<file path="config.mk">
export PLATFORM = sky130hd
export DESIGN_NAME = agc_gain_ctrl
export DESIGN_NICKNAME = d
export VERILOG_FILES = /design/src/rtl/agc_gain_ctrl.sv
export SDC_FILE = /design/constraint.sdc
export NUM_CORES = 1
export LEC_CHECK = 0
export CORE_AREA = 2 2 83 85
export DETAILED_ROUTE_END_ITERATION = 8
export DIE_AREA = 0 0 85 87
export DONT_BUFFER_PORTS = 1
export PLACE_DENSITY = 0.72
export SKIP_CTS_REPAIR_TIMING = 1
export SLEW_MARGIN = 0
export SYNTH_ARGS = -nofsm -noshare
export SYNTH_HDL_FRONTEND = slang
export SYNTH_SLANG_ARGS = --single-unit
</file>
<file path="constraint.sdc">
create_clock -name clk -period 2.9 [get_ports clk]
set_input_delay 0.58 -clock clk [delete_from_list [all_inputs] [get_ports clk]]
set_output_delay 0.58 -clock clk [all_outputs]
set_load 0.1 [all_outputs]
</file>
<file path="src/rtl/agc_gain_ctrl.sv">
// Automatic gain control: windowed peak detector driving the gain-stage code.
// Fast clip protection cuts gain as soon as a sample nears full scale.
module agc_gain_ctrl #(
   parameter int WINDOW     = 1024,
   parameter int HOLDOFF    = 256,
   parameter int HI_THRESH  = 24000,
   parameter int LO_THRESH  = 8000,
   parameter int CLIP_LEVEL = 32000,
   parameter int INIT_GAIN  = 8,
   parameter int MIN_GAIN   = 1,
   parameter int MAX_GAIN   = 63,
   parameter int STEP       = 1,
   parameter int CLIP_STEP  = 4
) (
   input  logic        clk,
   input  logic        reset_n,
   input  logic        enable,
   input  logic        level_valid,
   input  logic [15:0] level_in,
   output logic [5:0]  gain_code,
   output logic        gain_update,
   output logic [15:0] peak_out,
   output logic        clip_event
);

   localparam int CW = (WINDOW > 2) ? $clog2(WINDOW) : 1;
   localparam int HW = (HOLDOFF > 1) ? $clog2(HOLDOFF) : 1;

   // 8 bits so that MAX_GAIN + STEP cannot wrap before saturation
   localparam logic signed [7:0] MIN_S  = 8'(MIN_GAIN);
   localparam logic signed [7:0] MAX_S  = 8'(MAX_GAIN);
   localparam logic signed [7:0] STEP_S = 8'(STEP);
   localparam logic signed [7:0] CLIP_S = 8'(CLIP_STEP);

   typedef enum logic [1:0] {RUN, UPDATE, HOLD} state_t;

   state_t            state_q, state_d;
   logic [15:0]       peak_q, peak_d;
   logic [CW-1:0]     cnt_q, cnt_d;
   logic [HW-1:0]     hold_q, hold_d;
   logic [5:0]        gain_q, gain_d;
   logic [15:0]       pko_q, pko_d;
   logic              upd_q, upd_d;
   logic              clip_q, clip_d;

   logic [15:0]       pk_new;
   logic              is_clip;
   logic              win_end;
   logic signed [7:0] g_ext;
   logic signed [7:0] g_new;
   logic signed [7:0] g_sat;

   always_comb begin
      pk_new  = (level_in > peak_q) ? level_in : peak_q;
      is_clip = (level_in >= 16'(CLIP_LEVEL));
      win_end = (cnt_q == CW'(WINDOW - 1));
      g_ext   = $signed({2'b00, gain_q});
      if (is_clip)
         g_new = g_ext - CLIP_S;
      else if (pk_new > 16'(HI_THRESH))
         g_new = g_ext - STEP_S;
      else if (pk_new < 16'(LO_THRESH))
         g_new = g_ext + STEP_S;
      else
         g_new = g_ext;
      if (g_new < MIN_S)
         g_sat = MIN_S;
      else if (g_new > MAX_S)
         g_sat = MAX_S;
      else
         g_sat = g_new;
   end

   always_comb begin
      state_d = state_q;
      peak_d  = peak_q;
      cnt_d   = cnt_q;
      hold_d  = hold_q;
      gain_d  = gain_q;
      pko_d   = pko_q;
      upd_d   = 1'b0;
      clip_d  = 1'b0;
      if (!enable) begin
         state_d = RUN;
         peak_d  = '0;
         cnt_d   = '0;
         hold_d  = '0;
      end else begin
         unique case (state_q)
            RUN: begin
               if (level_valid) begin
                  if (is_clip || win_end) begin
                     state_d = UPDATE;
                     peak_d  = '0;
                     cnt_d   = '0;
                     hold_d  = '0;
                     upd_d   = 1'b1;
                     gain_d  = g_sat[5:0];
                     clip_d  = is_clip;
                     pko_d   = is_clip ? level_in : pk_new;
                  end else begin
                     peak_d = pk_new;
                     cnt_d  = cnt_q + CW'(1);
                  end
               end
            end
            UPDATE: state_d = (HOLDOFF == 0) ? RUN : HOLD;
            HOLD: begin
               if (level_valid) begin
                  if (hold_q == HW'(HOLDOFF - 1)) begin
                     state_d = RUN;
                     hold_d  = '0;
                  end else begin
                     hold_d = hold_q + HW'(1);
                  end
               end
            end
            default: state_d = RUN;
         endcase
      end
   end

   always_ff @(posedge clk or negedge reset_n) begin
      if (!reset_n) begin
         state_q <= RUN;
         peak_q  <= '0;
         cnt_q   <= '0;
         hold_q  <= '0;
         gain_q  <= 6'(INIT_GAIN);
         pko_q   <= '0;
         upd_q   <= 1'b0;
         clip_q  <= 1'b0;
      end else begin
         state_q <= state_d;
         peak_q  <= peak_d;
         cnt_q   <= cnt_d;
         hold_q  <= hold_d;
         gain_q  <= gain_d;
         pko_q   <= pko_d;
         upd_q   <= upd_d;
         clip_q  <= clip_d;
      end
   end

   assign gain_code   = gain_q;
   assign gain_update = upd_q;
   assign peak_out    = pko_q;
   assign clip_event  = clip_q;

endmodule

</file>
Word-level counts from Yosys, hierarchy flattened

Cells that the tools add are included.

Add/subtract/negate cells: 5
Magnitude comparators: 6
Equal/unequal tests: 11
Mux-type cells: 35
Reductions and logical operators: 6

Operators with widths:

| cell                                                                              | number |
|---|---|
| 16-bit 2-to-1 mux                                                                 | 6 |
| 8-bit 2-to-1 mux                                                                  | 7 |
| 10-bit 2-to-1 mux                                                                 | 4 |
| 16-bit by 15-bit >= comparator with 1-bit output, second input constant           | 1 |
| 16-bit by 15-bit greater-than comparator with 1-bit output, second input constant | 1 |
| 16-bit greater-than comparator                                                    | 1 |
| 16-bit by 13-bit less-than comparator with 1-bit output, second input constant    | 1 |
| 8-bit one-hot mux with 2 select lines                                             | 1 |
| 6-bit 2-to-1 mux                                                                  | 2 |
| 3-bit inequality test, second input constant                                      | 4 |
| 4-bit AND reduction                                                               | 3 |
| 10-bit by 1-bit adder with 10-bit output, second input constant                   | 1 |
| 10-bit == test, second input constant                                             | 1 |
| 2-bit 2-to-1 mux                                                                  | 5 |
| 8-bit by 1-bit adder with 8-bit output, second input constant                     | 1 |
| 8-bit == test, second input constant                                              | 1 |
| 8-bit by 7-bit greater-than comparator with 1-bit output, second input constant   | 1 |
| 8-bit by 2-bit less-than comparator with 1-bit output, second input constant      | 1 |
| 1-bit 2-to-1 mux                                                                  | 8 |
| 6-bit by 1-bit adder with 7-bit output, second input constant                     | 1 |
| 7-bit 2-to-1 mux                                                                  | 1 |
| 6-bit by 1-bit subtractor with 7-bit output, second input constant                | 1 |
| 6-bit by 3-bit subtractor with 7-bit output, second input constant                | 1 |
| 2-bit one-hot mux with 3 select lines                                             | 1 |
| other kinds (7)                                                                   | 8 |

Bits in registers: 60
Input port bits: 20
Output and inout bits: 24
Word-level logic and storage cells: 71

Logic depth before layout (Yosys ltp)

Gate-level depths: netlist (run 1).

Depth in word-level cells: 9
Depth in mapped cells: 11
Mapped depth without buffers: 11

Worst setup path after synthesis (run 1)

OpenSTA, ideal clock, no wires.

Path kind: input port to flip-flop
Start: input level_in[15]
End: register gain_q[0], in the netlist gain_code[0]
Setup time: 101 ps
Data arrival time: 3,065 ps
Required time: 2,799 ps
Path slack: -266 ps
Cell stages on the path: 9
Buffers on the path: 0
Path through: ha_1 > nand4_2 > or4_4 > o31ai_4 > mux2_4 > o21ai_1 > a32oi_1 > or4b_1 > o32ai_1

Cells in the longest elaborated chain, start to end: 9
Elaborated cells between the ends (all ways): 14
Classes of those cells: order compare: 6; mux: 6; reduce/logical: 2

Ends and longest elaborated chain:

| element                                                  | RTL line | text |
|---|---|---|
| start: declaration                                       | 19       | `input logic [15:0] level_in,` |
| 16-bit greater-than comparator                           | 54       | `pk_new = (level_in > peak_q) ? level_in : peak_q;` |
| 16-bit 2-to-1 mux                                        | 54       |  |
| 16-bit by 13-bit less-than comparator with 1-bit output  | 62       | `else if (pk_new < 16'(LO_THRESH))` |
| 7-bit 2-to-1 mux                                         | 62       |  |
| 8-bit 2-to-1 mux                                         | 60       | `else if (pk_new > 16'(HI_THRESH))` |
| 8-bit 2-to-1 mux                                         | 58       | `if (is_clip)` |
| 8-bit by 7-bit greater-than comparator with 1-bit output | 68       | `else if (g_new > MAX_S)` |
| 6-bit 2-to-1 mux                                         | 68       |  |
| 6-bit 2-to-1 mux                                         | 66       | `if (g_new < MIN_S)` |
| end signal: assignment                                   | 129      | `gain_q <= 6'(INIT_GAIN);` |
| end signal: assignment                                   | 138      | `gain_q <= gain_d;` |
| end: declaration                                         | 41       | `logic [5:0] gain_q, gain_d;` |

Several ways; a longest one is shown, not always the timed one.
A chain may end at the register's enable or synchronous reset.

Worst setup path in the final report (run 1)

Start: register peak_q[5]
End: register gain_q[0], in the netlist gain_code[0]

Cells in the longest elaborated chain, start to end: 9
Elaborated cells between the ends (all ways): 11
Classes of those cells: order compare: 5; mux: 6

Ends and longest elaborated chain:

| element                                                  | RTL line | text |
|---|---|---|
| start: declaration                                       | 38       | `logic [15:0] peak_q, peak_d;` |
| start signal: assignment                                 | 135      | `peak_q <= peak_d;` |
| 16-bit greater-than comparator                           | 54       |  |
| 16-bit 2-to-1 mux (*)                                    | 54       |  |
| 16-bit by 13-bit less-than comparator with 1-bit output  | 62       |  |
| 7-bit 2-to-1 mux                                         | 62       |  |
| 8-bit 2-to-1 mux (*)                                     | 60       |  |
| 8-bit 2-to-1 mux (*)                                     | 58       |  |
| 8-bit by 7-bit greater-than comparator with 1-bit output | 68       |  |
| 6-bit 2-to-1 mux                                         | 68       |  |
| 6-bit 2-to-1 mux (*)                                     | 66       |  |

Every way passes the cells marked *; elsewhere a longest branch is shown, timed or not.

==> results.json, run 1 <==
{
  "status": "finished, violations left",
  "violations": "negative setup slack",
  "grt_first_pass_wirelength_um": 14320,
  "dr_wl_met3_um": 515,
  "period_needed_ns": 2.949,
  "dr_total_vias": 3165,
  "dieArea_um2": 7395,
  "drtPass1Iterations": 5,
  "antenna_cells": 0,
  "setup_viol": 2,
  "cts_buffers": 9,
  "cts_tree": "built",
  "fin_nets": 483,
  "area_growth_pct": 24.38,
  "power_density_nw_per_um2": 736.3,
  "synth_edf_count": 0,
  "crit_required_ns": 3.16,
  "cts.sinks": 60,
  "layout_setup_ws_ns": -0.04864,
  "grt_max_degree": 61,
  "ys_seq_area_share_pct": 41.47,
  "die_height_um": 87,
  "tightestPinTransition_ns": 0.9550,
  "first_iter_violations": 202,
  "postRouteAntennaNets": 0,
  "grt_pass1_vias": 3032,
  "ys.flop_type": "dfrtp_1",
  "maxUsedRoutingLayer": "met4",
  "antenna_found_initial": 0,
  "num_io_pins": 44,
  "wl_um": 8958,
  "ys_ff_latch": 60,
  "dr_wl_met2_um": 4349,
  "grt_overflow_total": 0,
  "cp_cell_sequence": "inv_1 > ha_1 > nand4_1 > buf_4 > a2111oi_4 > o31ai_4 > mux2_4 > o21ai_4 > a32oi_1 > or4b_1 > o32ai_2",
  "yosysTopAreaCellShare_pct": 40.75,
  "worst_path_max_delay_cell": "or4b_1",
  "internal_power_mw": 1.797,
  "ys_types": 60,
  "cp-start-kind": "flop",
  "power_frac_seq_pct": 41.4,
  "peakVddDrop_mv": 0.5034,
  "critPathArrivalTime_ns": 3.21,
  "tns_ns": -0.07817,
  "vias_per_cell": 6.029,
  "cts_root_buf": "clkbuf_8",
  "core-area_um2": 6569,
  "synth_top_cell_by_area": "dfrtp_1",
  "wl_met1_um": 3915,
  "worstHoldPathType": "in2async",
  "synth_common_cells": "dfrtp_1 (59), o21ai_0 (39), nand2_1 (36)",
  "fp.dieW_um": 85,
  "switching_share_pct": 45.83,
  "detail_route.wl_per_cell_um": 17.06,
  "synth_warnings": 0,
  "rows": 30,
  "synth_cells": 387,
  "power_leakage_nw": 2.002,
  "grtUsageTotal_pct": 24.24,
  "htree_num_levels": 3,
  "maxSlewViolCount": 0,
  "avgSynthCellArea_um2": 9.363,
  "skew_ns": 0.007132,
  "hold_ws_ns": 0.06964,
  "synthArstFlopShare_pct": 100.0,
  "worst_skew_pair.late_latency_ns": 0.35,
  "yosysMostFrequentCell": "dfrtp_1",
  "relSlewSlack_pct": 36.33,
  "start_util_pct": 55.16,
  "syn_nets": 430,
  "dp_hpwl_um": 6134,
  "clk_pin_slew_worst_paths_ns": 0.07,
  "synth.area.top_cells": "dfrtp_1 (41%), ha_1 (7.9%), o21ai_0 (5.4%)",
  "pwr-share-comb_pct": 32.9,
  "slowest_delay_ns": 0.50,
  "drv_cap": 0,
  "path_max_fanout": 6,
  "hold_viol": 0,
  "finalCritPeriodShare_pct": 101.7,
  "rsz0062_at_grt": "yes",
  "drive_gt1_share_pct": 24.49,
  "drc": 0,
  "port-buffer-count": 0,
  "worstSetupPathType": "reg2reg",
  "clk_path_buf_depth": 2,
  "worst_setup_path_end_kind": "flop",
  "place_congestion": 0.8322,
  "max_freq_mhz": 339.1,
  "syn_area_um2": 3623,
  "utilization_pct": 68.61,
  "p_sw_mw": 1.521,
  "p_clk_share_pct": 25.7,
  "power_mw": 3.318
}
==> metrics by stage <==
step | area [µm²] | worst slack [ns] | cells
3_5_place_dp | 4060 | -0.2799 | 500
3_3_place_gp | 4060 | -0.1709 | 500
4_1_cts | 4284 | -0.1501 | 516
2_1_floorplan | 3669 | -0.1854 | 387
5_1_grt | 4507 | -0.1976 | 525
6_report | 4507 | -0.04864 | 525
==> power by group through the flow <==
| stage | Combinational (mW) | Clock (mW) | Sequential, mW |
|---|---|---|---|
| floorplan | 0.474 | 0 | 1.65 |
| global placement | 0.962 | 0 | 1.38 |
| detailed placement | 0.977 | 0 | 1.38 |
| CTS | 0.981 | 0.866 | 1.37 |
| global route | 1.18 | 0.911 | 1.38 |
| finish | 1.09 | 0.853 | 1.37 |
==> worst max-delay path, delay by kind of cell, from the launching register on <==
family	cells	cell delay, ns
compound gates	5	0.96
fa+ha+maj	1	0.30
buf+inv	2	0.23
flops	1	0.38
mux	1	0.37
simple gates	2	0.63
==> cell families (layout without fill, tap and decap cells) <==
group           Yosys count  count (layout)  synth area share, %
simple gates            121             121                16.95
compound gates          117             117                22.13
flops                    60              60                41.47
buf+inv                  40              98                4.282
fa+ha+maj                23              23                7.942
mux                      17              17                5.041
xor+xnor                  9               9                2.176
==> state kept, by name (all words and copies together), names as in the netlist <==
name,flops
cnt_q,10
gain_update,1
clip_event,1
hold_q,8
state_q,2
gain_code,6
peak_out,16
peak_q,16
==> placed cells by master, fill, tap and decap left out, types with 9 or more instances in the layout <==
master    Yosys  final
ha_1         23     17
nand2_1      36     36
dfrtp_1      59     59
inv_1        27     22
clkbuf_8      0      9
nor2_1       24     23
a22o_1       16     16
mux2i_1      13     13
and3_1        9      9
nand3_1      10     10
buf_4         0     51
a21oi_1      20     18
o21ai_0      39     37
==> layer usage <==
layer	track usage, %	vias up
met5	0	-
met4	8.514	0
met3	6.635	20
met2	38.92	87
met1	31.67	1541
li1	-	1517
==> worst paths after layout <==
kind	startpoint	end	slack, ns	cells past startpoint
min reg2reg	cnt_q[7]$_DFFE_PN0P_	cnt_q[7]$_DFFE_PN0P_	0.50	1
min in group clk	enable	state_q[1]$_DFFE_PN0P_	0.35	1
min	reset_n	gain_code[3]$_DFFE_PN1P_	0.07	0
max in group asynchronous	reset_n	hold_q[6]$_DFFE_PN0P_	2.55	1
max reg2reg	peak_q[5]$_DFFE_PN0P_	gain_code[0]$_DFFE_PN0P_	-0.05	11
max	peak_q[5]$_DFFE_PN0P_	gain_code[0]$_DFFE_PN0P_	-0.05	11
==> area by class of cell <==
cell class | count | area [µm²]
fillers | 499 | 2062
clock buffers | 9 | 123.9
multi-input cells | 287 | 2142
repair buffers | 54 | 432.9
flip-flops and latches | 60 | 1503
clock inverters | 7 | 100.1
well taps | 80 | 100.1
inverters | 28 | 105.1
Power figures use the tool's default switching activity.
==> run 2, diff against run 1 <==
CORE_AREA = 2 2 124 126   (was 2 2 83 85)
DIE_AREA = 0 0 126 128   (was 0 0 85 87)
PLACE_DENSITY = 0.37   (was 0.72)
==> results.json, run 2 (synthesis gave the netlist of run 1 again) <==
{
  "status": "finished, violations left",
  "violations": "negative setup slack",
  "slowest_delay_ns": 0.40,
  "grt_overflow_total": 0,
  "grt_max_degree": 61,
  "drv_cap": 0,
  "place_congestion": 0.8213,
  "detail_route.wl_per_cell_um": 16.19,
  "r2r_end": "gain_code[0]$_DFFE_PN0P_",
  "path_delay_family": "compound AO/OA/AOI/OAI gates",
  "postRouteAntennaNets": 0,
  "antenna_found_initial": 0,
  "grtUsageTotal_pct": 13.29,
  "cp_cell_sequence": "inv_1 > ha_1 > nand4_1 > buf_4 > a2111oi_4 > o31ai_4 > mux2_4 > a2111oi_4 > mux2_4 > o211ai_1 > o32ai_2",
  "htree_num_levels": 3,
  "wl_um": 10330,
  "die_height_um": 128,
  "cp-start-kind": "flop",
  "clk_pin_slew_worst_paths_ns": 0.06,
  "core-area_um2": 14860,
  "dp_cells": 618,
  "worst_skew_pair.late_latency_ns": 0.34,
  "rows": 45,
  "period_needed_ns": 3.053,
  "utilization_pct": 31.92,
  "critPathArrivalTime_ns": 3.26,
  "cts_tree": "built",
  "dp_hpwl_um": 7404,
  "fp.dieW_um": 126,
  "skew_ns": 0.01053,
  "first_iter_violations": 97,
  "hold_viol": 0,
  "drtPass1Iterations": 4,
  "dieArea_um2": 16130,
  "path_max_fanout": 6,
  "dr_total_vias": 3069,
  "maxSlewViolCount": 0,
  "power_density_nw_per_um2": 763.5,
  "cts_buffers": 9,
  "layout_setup_ws_ns": -0.1532,
  "multi_input_area_um2": 2115,
  "rsz0062_at_grt": "yes",
  "nFillCells": 1566,
  "worstSetupPathType": "reg2reg",
  "place_ws_ns": -0.2798,
  "max_freq_mhz": 327.5,
  "finalCritPeriodShare_pct": 105.3,
  "power_leakage_nw": 2.072,
  "path_buf_inv": 2,
  "ff2ff_setup_slack_ns": -0.15,
  "layout.cells.non_filler": 638,
  "vias_per_cell": 4.810,
  "drive_gt1_share_pct": 23.78,
  "mostFrequentLayoutCells": "dfrtp_1 (59), buf_4 (57), o21ai_0 (38)",
  "peakVddDrop_mv": 0.2992,
  "port-buffer-count": 0,
  "clk_path_buf_depth": 2,
  "worstHoldPathType": "in2async",
  "grt_first_pass_wirelength_um": 16790,
  "drc": 0,
  "grt_pass1_vias": 3139,
  "power_mw": 3.622,
  "cts_root_buf": "clkbuf_16",
  "worst_setup_path_end_kind": "flop",
  "layout_commonest_cell": "dfrtp_1",
  "seqCellArea_um2": 1503,
  "reg2reg_depth": 11,
  "fin_nets": 488,
  "rr_startpoint": "peak_q[6]$_DFFE_PN0P_",
  "area_growth_pct": 30.94,
  "num_io_pins": 44,
  "tightestPinTransition_ns": 0.9630,
  "setup_viol": 3,
  "tns_ns": -0.2850,
  "cts.sinks": 60,
  "relSlewSlack_pct": 35.80,
  "start_util_pct": 24.38,
  "crit_required_ns": 3.10,
  "worst_path_max_delay_cell": "a2111oi_4",
  "antenna_cells": 0
}
[run 2: final cells by class]
cell class	instances	area share [%]
repair buffers	59	10.02
flip-flops and latches	60	31.67
clock inverters	5	1.239
well taps	188	4.958
inverters	28	2.215
multi-input cells	287	44.57
clock buffers	11	5.327
[run 2: through the flow]
stage / instance area (µm²) / hold slack (ns)
after floorplan: 3669 / 0.2844
after global placement: 4283 / 0.2888
after detailed placement: 4283 / 0.2882
after CTS: 4594 / -0.07982
after global routing: 4745 / 0.07483
final: 4745 / 0.09610
[run 2: layer usage]
metal / vias to the layer above / GRT usage, % / wire length (µm)
met5: - / 0 / 0
met4: 0 / 4.137 / 94
met3: 8 / 4.591 / 493
met2: 41 / 21.00 / 4794
met1: 1491 / 17.16 / 4944
li1: 1529 / - / -
[run 2: report_power, final]
part           internal, mW  switching (mW)
Combinational         0.404           0.689
Sequential            0.929           0.472
Clock                 0.713           0.415
[run 2: worst max path at each step]
stage	end	cells past startpoint	slack [ns]	from
floorplan	gain_code[0]$_DFFE_PN0P_	9	-0.19	level_in[11]
global placement	gain_code[0]$_DFFE_PN0P_	10	-0.25	level_in[5]
detailed placement	gain_code[0]$_DFFE_PN0P_	10	-0.28	level_in[7]
CTS	gain_code[0]$_DFFE_PN0P_	11	-0.12	peak_q[7]$_DFFE_PN0P_
global route	gain_code[0]$_DFFE_PN0P_	11	-0.31	peak_q[6]$_DFFE_PN0P_
finish	gain_code[0]$_DFFE_PN0P_	11	-0.15	peak_q[6]$_DFFE_PN0P_
==> run 3, diff against run 2 <==
PLACE_DENSITY = 0.36   (was 0.37)
clock period = 3.9 ns   (was 2.9 ns; I/O delays follow)
==> results.json, run 3 (synthesis gave the netlist of run 1 again) <==
{
  "drc": 0,
  "setup_viol": 0,
  "tns_ns": 0,
  "vias_per_cell": 4.932,
  "ff2ff_setup_slack_ns": 0.62,
  "postRouteAntennaNets": 0,
  "cts_tree": "built",
  "grt_pass1_vias": 2948,
  "period_needed_ns": 3.277,
  "path_max_fanout": 10,
  "rsz0062_at_grt": "no",
  "peakVddDrop_mv": 0.2008,
  "path_delay_family": "simple AND/OR/NAND/NOR gates",
  "finalCritPeriodShare_pct": 84.04,
  "fp.dieW_um": 126,
  "reg2reg_depth": 10,
  "cts_root_buf": "clkbuf_16",
  "path_buf_inv": 1,
  "worstSetupPathType": "reg2reg",
  "p_clk_share_pct": 34.1,
  "clk_pin_slew_worst_paths_ns": 0.06,
  "cp-start-kind": "flop",
  "nFillCells": 1587,
  "p_sw_mw": 1.121,
  "hold_viol": 0,
  "r2r_end": "gain_code[0]$_DFFE_PN0P_",
  "rows": 45,
  "hold_ws_ns": 0.1405,
  "drive_gt1_share_pct": 10.20,
  "detail_route.wl_per_cell_um": 16.98,
  "antenna_found_initial": 0,
  "layout_commonest_cell": "dfrtp_1",
  "critPathArrivalTime_ns": 3.51,
  "power_leakage_nw": 1.801,
  "relSlewSlack_pct": 36.69,
  "port-buffer-count": 0,
  "cp_cell_sequence": "inv_1 > ha_1 > nand4_2 > or4_4 > o31ai_4 > mux2_4 > o21ai_1 > a32oi_1 > or4b_1 > o32ai_1",
  "drtPass1Iterations": 4,
  "worst_skew_pair.late_latency_ns": 0.34,
  "worst_path_max_delay_cell": "or4_4",
  "clk_path_buf_depth": 2,
  "power_mw": 2.601,
  "cts.sinks": 60,
  "dieArea_um2": 16130,
  "grt_max_degree": 61,
  "dp_hpwl_um": 7154,
  "die_height_um": 128,
  "first_iter_violations": 196,
  "worst_setup_path_end_kind": "flop",
  "power_density_nw_per_um2": 616.1,
  "switching_share_pct": 43.09,
  "num_io_pins": 44,
  "crit_required_ns": 4.14,
  "drv_cap": 0,
  "max_freq_mhz": 305.1,
  "grt_overflow_total": 0,
  "fin_nets": 440,
  "area_growth_pct": 16.51,
  "internal_power_mw": 1.480,
  "power_frac_seq_pct": 41.3,
  "tightestPinTransition_ns": 0.9497,
  "maxSlewViolCount": 0,
  "start_util_pct": 24.38,
  "htree_num_levels": 3,
  "worstHoldPathType": "in2async",
  "status": "finished clean",
  "wl_um": 10020,
  "place_congestion": 0.8005,
  "rr_startpoint": "peak_q[13]$_DFFE_PN0P_",
  "mostFrequentLayoutCells": "dfrtp_1 (59), o21ai_0 (39), nand2_1 (36)",
  "pwr-share-comb_pct": 24.7,
  "dr_total_vias": 2910,
  "slowest_delay_ns": 0.61,
  "grt_first_pass_wirelength_um": 16560,
  "skew_ns": 0.006070,
  "cts_buffers": 9,
  "grtUsageTotal_pct": 13.26,
  "antenna_cells": 0,
  "core-area_um2": 14860
}
-- run 3: layer usage --
layer	part of all wire [%]	track usage, %	vias to the layer above
met1	48	18.10	1395
li1	-	-	1434
met4	1.7	5.495	0
met5	0	0	-
met3	6.0	3.673	10
met2	44	19.80	71
-- run 3: layout make-up --
type	count	area, µm²	share of cell area [%]
inverters	28	105.1	2.490
clock buffers	10	239.0	5.661
repair buffers	11	82.58	1.956
clock inverters	6	87.58	2.075
flip-flops and latches	60	1503	35.60
well taps	188	235.2	5.572
multi-input cells	287	1969	46.65
-- run 3: power groups by stage --
stage          clock (mW)  sequential (mW)  combinational (mW)
3_5_place_dp            0             1.09               0.645
4_1_cts             0.915             1.08               0.648
6_report            0.886             1.07               0.641
2_1_floorplan           0             1.23               0.344
3_3_place_gp            0             1.09               0.648
5_1_grt             0.943             1.09               0.707
-- run 3: worst max path at each step --
stage,cells past startpoint,start,end
after floorplan,9,level_in[15],gain_code[0]$_DFFE_PN0P_
after global placement,10,level_in[7],gain_code[0]$_DFFE_PN0P_
after detailed placement,9,level_in[13],gain_code[0]$_DFFE_PN0P_
after CTS,10,peak_q[13]$_DFFE_PN0P_,gain_code[0]$_DFFE_PN0P_
after global routing,11,peak_q[7]$_DFFE_PN0P_,gain_code[0]$_DFFE_PN0P_
final,10,peak_q[13]$_DFFE_PN0P_,gain_code[0]$_DFFE_PN0P_
-- run 3: metrics by stage --
stage	cell area (µm²)	instances	util (%)	worst slack, ns
5_1_grt	4222	590	28.40	0.4287
3_3_place_gp	3895	574	26.20	0.3824
4_1_cts	4222	590	28.40	0.6219
6_report	4222	590	28.40	0.6226
3_5_place_dp	3895	574	26.20	0.3477
2_1_floorplan	3623	387	-	0.5339
